### config.mk
export PLATFORM = sky130hd
export DESIGN_NAME = mem_stage
export DESIGN_NICKNAME = d
export VERILOG_FILES = /design/src/rtl/mem_stage.sv
export SDC_FILE = /design/constraint.sdc
export NUM_CORES = 1
export LEC_CHECK = 0
export ABC_AREA = 1
export CORE_ASPECT_RATIO = 0.6
export CORE_MARGIN = 5
export CORE_UTILIZATION = 50
export DETAILED_ROUTE_END_ITERATION = 10
export GPL_ROUTABILITY_DRIVEN = 0
export GPL_TIMING_DRIVEN = 0
export PLACE_DENSITY = 0.83
export SETUP_SLACK_MARGIN = 0.15
export SLEW_MARGIN = 10
export SYNTH_ARGS = -nofsm -noshare
export SYNTH_HDL_FRONTEND = slang
export SYNTH_SLANG_ARGS = --single-unit
### constraint.sdc
create_clock -name clk -period 5.4 [get_ports clk]
set_clock_uncertainty 0.05 [all_clocks]
set_input_delay 1.08 -clock clk [delete_from_list [all_inputs] [get_ports clk]]
set_output_delay 1.08 -clock clk [all_outputs]
set_load 0.05 [all_outputs]
### src/rtl/mem_stage.sv
// rtl/mem_stage.sv - RISC-V memory stage: ALU pass-through and byte-serial load/store over an 8-bit bus
module mem_stage (
    input  logic        clk,
    input  logic        rst,
    input  logic        rdy_in,
    input  logic        ex_valid,
    input  logic [3:0]  ex_memop,
    input  logic [31:0] ex_addr,
    input  logic [31:0] ex_sdata,
    input  logic [4:0]  ex_wd,
    input  logic        ex_wreg,
    input  logic [31:0] ex_wdata,
    output logic        stall_req,
    output logic [31:0] mem_a,
    output logic [7:0]  mem_dout,
    output logic        mem_wr,
    input  logic [7:0]  mem_din,
    output logic        wb_valid,
    output logic        wb_we,
    output logic [4:0]  wb_waddr,
    output logic [31:0] wb_wdata
);
    localparam logic [3:0] OP_LB  = 4'd1;
    localparam logic [3:0] OP_LH  = 4'd2;
    localparam logic [3:0] OP_LBU = 4'd4;
    localparam logic [3:0] OP_LHU = 4'd5;
    localparam logic [3:0] OP_SB  = 4'd6;
    localparam logic [3:0] OP_SH  = 4'd7;
    localparam logic [3:0] OP_SW  = 4'd8;

    typedef enum logic [1:0] {
        S_IDLE  = 2'd0,
        S_LOAD  = 2'd1,
        S_STORE = 2'd2
    } state_t;

    state_t      state_q, state_d;
    logic [3:0]  op_q;
    logic [4:0]  wd_q;
    logic        wreg_q;
    logic [23:0] sdata_q;
    logic [31:0] ld_buf_q;
    logic [2:0]  cnt_q;

    logic        ex_is_load, ex_is_store;
    logic [2:0]  nbytes;
    logic        load_last, store_last;
    logic [31:0] ld_word, ld_ext;

    function automatic logic [2:0] op_bytes(input logic [3:0] op);
        case (op)
            OP_LB, OP_LBU, OP_SB: op_bytes = 3'd1;
            OP_LH, OP_LHU, OP_SH: op_bytes = 3'd2;
            default:              op_bytes = 3'd4;
        endcase
    endfunction

    // In LOAD, cnt_q runs 0..N: the data for the byte addressed at count k arrives at count k+1.
    always_comb begin
        ex_is_load  = (ex_memop >= OP_LB) && (ex_memop <= OP_LHU);
        ex_is_store = (ex_memop >= OP_SB) && (ex_memop <= OP_SW);
        nbytes      = op_bytes(op_q);
        load_last   = (cnt_q == nbytes);
        store_last  = (cnt_q == nbytes - 3'd1);
    end

    always_comb begin
        ld_word = ld_buf_q;
        case (cnt_q)
            3'd1:    ld_word[7:0]   = mem_din;
            3'd2:    ld_word[15:8]  = mem_din;
            3'd3:    ld_word[23:16] = mem_din;
            3'd4:    ld_word[31:24] = mem_din;
            default: ;
        endcase
    end

    always_comb begin
        case (op_q)
            OP_LB:   ld_ext = {{24{ld_word[7]}}, ld_word[7:0]};
            OP_LH:   ld_ext = {{16{ld_word[15]}}, ld_word[15:0]};
            OP_LBU:  ld_ext = {24'h0, ld_word[7:0]};
            OP_LHU:  ld_ext = {16'h0, ld_word[15:0]};
            default: ld_ext = ld_word;
        endcase
    end

    always_ff @(posedge clk) begin
        if (rst) begin
            state_q <= S_IDLE;
        end else begin
            state_q <= state_d;
        end
    end

    always_comb begin
        state_d = state_q;
        if (rdy_in) begin
            case (state_q)
                S_IDLE: begin
                    if (ex_valid && ex_is_load) begin
                        state_d = S_LOAD;
                    end else if (ex_valid && ex_is_store) begin
                        state_d = S_STORE;
                    end
                end
                S_LOAD:  if (load_last)  state_d = S_IDLE;
                S_STORE: if (store_last) state_d = S_IDLE;
                default: state_d = S_IDLE;
            endcase
        end
    end

    always_comb begin
        stall_req = (state_q != S_IDLE) || (ex_valid && (ex_is_load || ex_is_store));
    end

    always_ff @(posedge clk) begin
        if (rst) begin
            op_q     <= 4'd0;
            wd_q     <= 5'd0;
            wreg_q   <= 1'b0;
            sdata_q  <= 24'd0;
            ld_buf_q <= 32'd0;
            cnt_q    <= 3'd0;
            mem_a    <= 32'd0;
            mem_dout <= 8'd0;
            mem_wr   <= 1'b0;
            wb_valid <= 1'b0;
            wb_we    <= 1'b0;
            wb_waddr <= 5'd0;
            wb_wdata <= 32'd0;
        end else if (rdy_in) begin
            wb_valid <= 1'b0;
            wb_we    <= 1'b0;
            case (state_q)
                S_IDLE: begin
                    if (ex_valid) begin
                        op_q     <= ex_memop;
                        wd_q     <= ex_wd;
                        wreg_q   <= ex_wreg;
                        cnt_q    <= 3'd0;
                        ld_buf_q <= 32'd0;
                        if (ex_is_load) begin
                            mem_a  <= ex_addr;
                            mem_wr <= 1'b0;
                        end else if (ex_is_store) begin
                            mem_a    <= ex_addr;
                            mem_dout <= ex_sdata[7:0];
                            sdata_q  <= ex_sdata[31:8];
                            mem_wr   <= 1'b1;
                        end else begin
                            wb_valid <= 1'b1;
                            wb_we    <= ex_wreg && (ex_wd != 5'd0);
                            wb_waddr <= ex_wd;
                            wb_wdata <= ex_wdata;
                        end
                    end
                end
                S_LOAD: begin
                    ld_buf_q <= ld_word;
                    cnt_q    <= cnt_q + 3'd1;
                    if (cnt_q < nbytes - 3'd1) begin
                        mem_a <= mem_a + 32'd1;
                    end
                    if (load_last) begin
                        mem_a    <= 32'd0;
                        wb_valid <= 1'b1;
                        wb_we    <= wreg_q && (wd_q != 5'd0);
                        wb_waddr <= wd_q;
                        wb_wdata <= ld_ext;
                    end
                end
                S_STORE: begin
                    if (store_last) begin
                        mem_wr   <= 1'b0;
                        mem_a    <= 32'd0;
                        mem_dout <= 8'd0;
                        wb_valid <= 1'b1;
                        wb_waddr <= wd_q;
                    end else begin
                        mem_a    <= mem_a + 32'd1;
                        mem_dout <= sdata_q[7:0];
                        sdata_q  <= {8'h0, sdata_q[23:8]};
                        cnt_q    <= cnt_q + 3'd1;
                    end
                end
                default: ;
            endcase
        end
    end
endmodule
==> impl_metrics.csv <==
group,metric,value,unit
sta,tns,0,ns
yosys,yosysWarnings,0,
power_and_ir_drop,p_sw,1.64,mW
yosys,ys_seq_area_frac,0.352,
sta,rsz0062_at_grt,"false",
floorplan,design.core.area,17000,um^2
placed_design,dp_hpwl,23400,um
setup_path,cp_data_required_time,4.27,ns
route,vias_per_cell,5.57,
clock_network,cts_tree,"done",
clock_network,ctsResizeCount,0,
clock_network,clkSinkCount,151,
clock_network,h-tree-depth,4,
yosys,synth_seq_cells,151,
power_and_ir_drop,seq_power_share,0.334,
yosys,postSynthAreaPerCell,6.06,um^2
setup_path,crit_slowest_cell,"clkdlybuf4s50_1",
floorplan,num_rows,37,
setup_path,cpPeakStageDelay,0.82,ns
run,cap_violations,0,
power_and_ir_drop,power_leakage,4.71,nW
outcome,status,"finished, final reports clean",
route,met3WireLength,4600,um
floorplan,die_x,179,um
route,wl_met1,13400,um
clock_network,path_clk_slew,0.07,ns
clock_network,clk_path_buf_depth,2,
route,drc,0,
setup_path,worstSetupPathType,"primary input to output port",
power_and_ir_drop,clkPwrFrac,0.307,
sta,hold_violations,0,
clock_network,hold_buffers,0,
sta,clock.fmax,0.238,GHz
placed_design,portBuffers,197,
clock_network,cts_buffers,17,
final_layout,diodes,0,
setup_path,crit_family,"buffers and inverters",
sta,post-route-min-period,4.21,ns
power_and_ir_drop,swShare,0.400,
global_route,grt.overflow.total,0,
setup_path,worstPathCellList,"clkdlybuf4s50_1, nor2_1, nand2_1, nand2_1, nand2_1, nand3_1, nand2_1, inv_1, clkdlybuf4s50_1",
setup_path,worst_setup_path_end_kind,"output port",
floorplan,io-pin-count,199,
route,firstDrtPassIters,7,
route,highest_layer,"met4",
power_and_ir_drop,power,4.11,mW
clock_network,root_buffer,"clkbuf_16",
global_route,grt_usage,0.295,
sta,timing.final.crit_share,0.780,
yosys,ys_types,34,
clock_network,clk_latency,0.43,ns
global_route,grt_pass1_vias,9532,
sta,slew_headroom,0.488,
route,dr_wl_met2,11900,um
floorplan,die_height,112,um
worst_hold_path,holdCritPathClass,"flop to flop",
setup_path,cp_max_fo,4,
setup_path,worst_path_most_repeated_cell,"nand2_1",
setup_path,arrival,3.08,ns
floorplan,floorplan.initialDensity,0.506,
setup_path,crit_buf_inv,3,
sta,tightest_slew,0.769,ns
route,finalWirelength,30500,um
global_route,grt_max_degree,17,
power_and_ir_drop,ir_worst_vdd,0.000235,V
sta,finalSetupViolations,0,
global_route,antenna_found_initial,0,
power_and_ir_drop,p_int,2.47,mW
final_layout,fin_nets,1765,
global_route,grt_pass1_wl,47800,um
yosys,syn-instance-count,1418,
final_layout,drive_above_1_share,0.0492,
route,num_vias,10500,
setup_path,start_kind,"primary input",
power_and_ir_drop,p_per_area,358,nW/um^2
yosys,syn_nets,1549,
sta,maxSlewViolCount,0,
route,drtIter0Drc,1334,
power_and_ir_drop,comb_power_share,0.360,
final_layout,syn_to_final_growth,33.5,%
yosys,syn_area,8590,um^2
route,ant_nets,0,
clock_network,cts_setup_buffers,0,
route,wl_per_cell,16.2,um
floorplan,die-area,20000,um^2
==> synth_stat cells (all sizes together) <==
| master | number | area (um^2) |
|---|---|---|
| o211ai | 2 | 15.0 |
| nand3b | 1 | 7.51 |
| xor2 | 1 | 8.76 |
| buf | 33 | 196 |
| dfxtp | 151 | 3020 |
| nor2 | 245 | 935 |
| and2 | 1 | 6.26 |
| nand3 | 107 | 551 |
| or2 | 2 | 12.5 |
| clkbuf | 46 | 173 |
| a21o | 1 | 7.51 |
| and3 | 1 | 6.26 |
| a21oi | 110 | 554 |
| inv | 99 | 372 |
| a31oi | 26 | 163 |
| o21bai | 7 | 52.6 |
| clkinv | 2 | 7.51 |
| a211oi | 2 | 15.0 |
| ha | 13 | 163 |
| o21ai | 116 | 581 |
| nand4 | 12 | 75.1 |
| nand2 | 438 | 1660 |
| nor3 | 2 | 15.0 |
==> cell type report <==
type / instances / area, um^2
plain buffers: 79 / 369
clock buffers: 19 / 453
clock inverters: 13 / 160
fillers: 1538 / 5520
inverters: 101 / 379
multi-input cells: 1087 / 4820
flip-flops and latches: 151 / 3020
well taps: 234 / 293
repair buffers: 197 / 1970
==> tightest hold or removal path, cell delays in order, from the launching register on <==
cell,delay (ns)
dfxtp_1,0.31
nand2_1,0.06
a21oi_1,0.05
==> metal layers <==
metal	GRT usage	vias up
met5	0	-
met4	0.0776	0
met3	0.105	54
met2	0.403	686
met1	0.437	4736
li1	-	4995
==> sequential cells by signal, summed over array words and instances, names as in the netlist <==
signal / count
wb_waddr: 5
wreg_q: 1
wd_q: 5
mem_dout: 8
mem_wr: 1
op_q: 4
sdata_q: 24
wb_wdata: 32
mem_a: 32
wb_valid: 1
wb_we: 1
ld_buf_q: 32
cnt_q: 3
state_q: 2
==> cell usage in the layout (no fill, tap or decap), drive strengths merged <==
cell type,netlist,routed
nand2,438,438
nor2,245,245
clkdlybuf4s50,0,197
dfxtp,151,151
o21ai,116,116
a21oi,110,110
nand3,107,107
inv,99,105
clkbuf,46,65
buf,33,33
a31oi,26,26
ha,13,13
nand4,12,12
o21bai,7,7
clkinv,2,6
o211ai,2,2
a211oi,2,2
bufinv,0,2
nor3,2,2
or2,2,2
and3,1,1
a21o,1,1
and2,1,1
nand3b,1,1
xor2,1,1
clkinvlp,0,1
==> power by group through the flow <==
stage / Combinational [mW] / Clock [mW] / Sequential [mW]
global placement: 1.42 / 0 / 1.39
finish: 1.48 / 1.26 / 1.37
global route: 1.60 / 1.31 / 1.39
floorplan: 0.676 / 0 / 1.65
detailed placement: 1.45 / 0 / 1.39
CTS: 1.46 / 1.26 / 1.37
==> worst paths after layout <==
kind / slack [ns] / cells past startpoint / endpoint / from
hold / removal: 0.41 / 2 / sdata_q[17] / sdata_q[17]
hold reg to reg: 0.41 / 2 / sdata_q[17] / sdata_q[17]
setup / recovery: 1.19 / 9 / stall_req / ex_memop[1]
setup reg to reg: 2.52 / 11 / wb_waddr[3] / op_q[2]
==> per-stage QoR <==
step | hold WS (ns) | setup slack (ns) | util | std cells | cell area [um^2]
floorplan | 0.370 | 2.43 | - | 1418 | 8590
global placement | 0.381 | 1.30 | 0.639 | 1849 | 10900
finish | 0.412 | 1.19 | 0.675 | 1881 | 11500
detailed placement | 0.398 | 1.25 | 0.639 | 1849 | 10900
CTS | 0.409 | 1.24 | 0.675 | 1881 | 11500
global route | 0.426 | 1.12 | 0.675 | 1881 | 11500
==> cells by family after synthesis <==
logic type | after synthesis | synth area share
XOR/XNOR | 1 | 0.00102
AO/OA/AOI/OAI | 264 | 0.161
adder cells (fa/ha/maj) | 13 | 0.0189
AND/OR/NAND/NOR | 809 | 0.380
buffers and inverters | 180 | 0.0871
flip-flops | 151 | 0.352
Note: power is estimated with default switching activity, not from simulation.
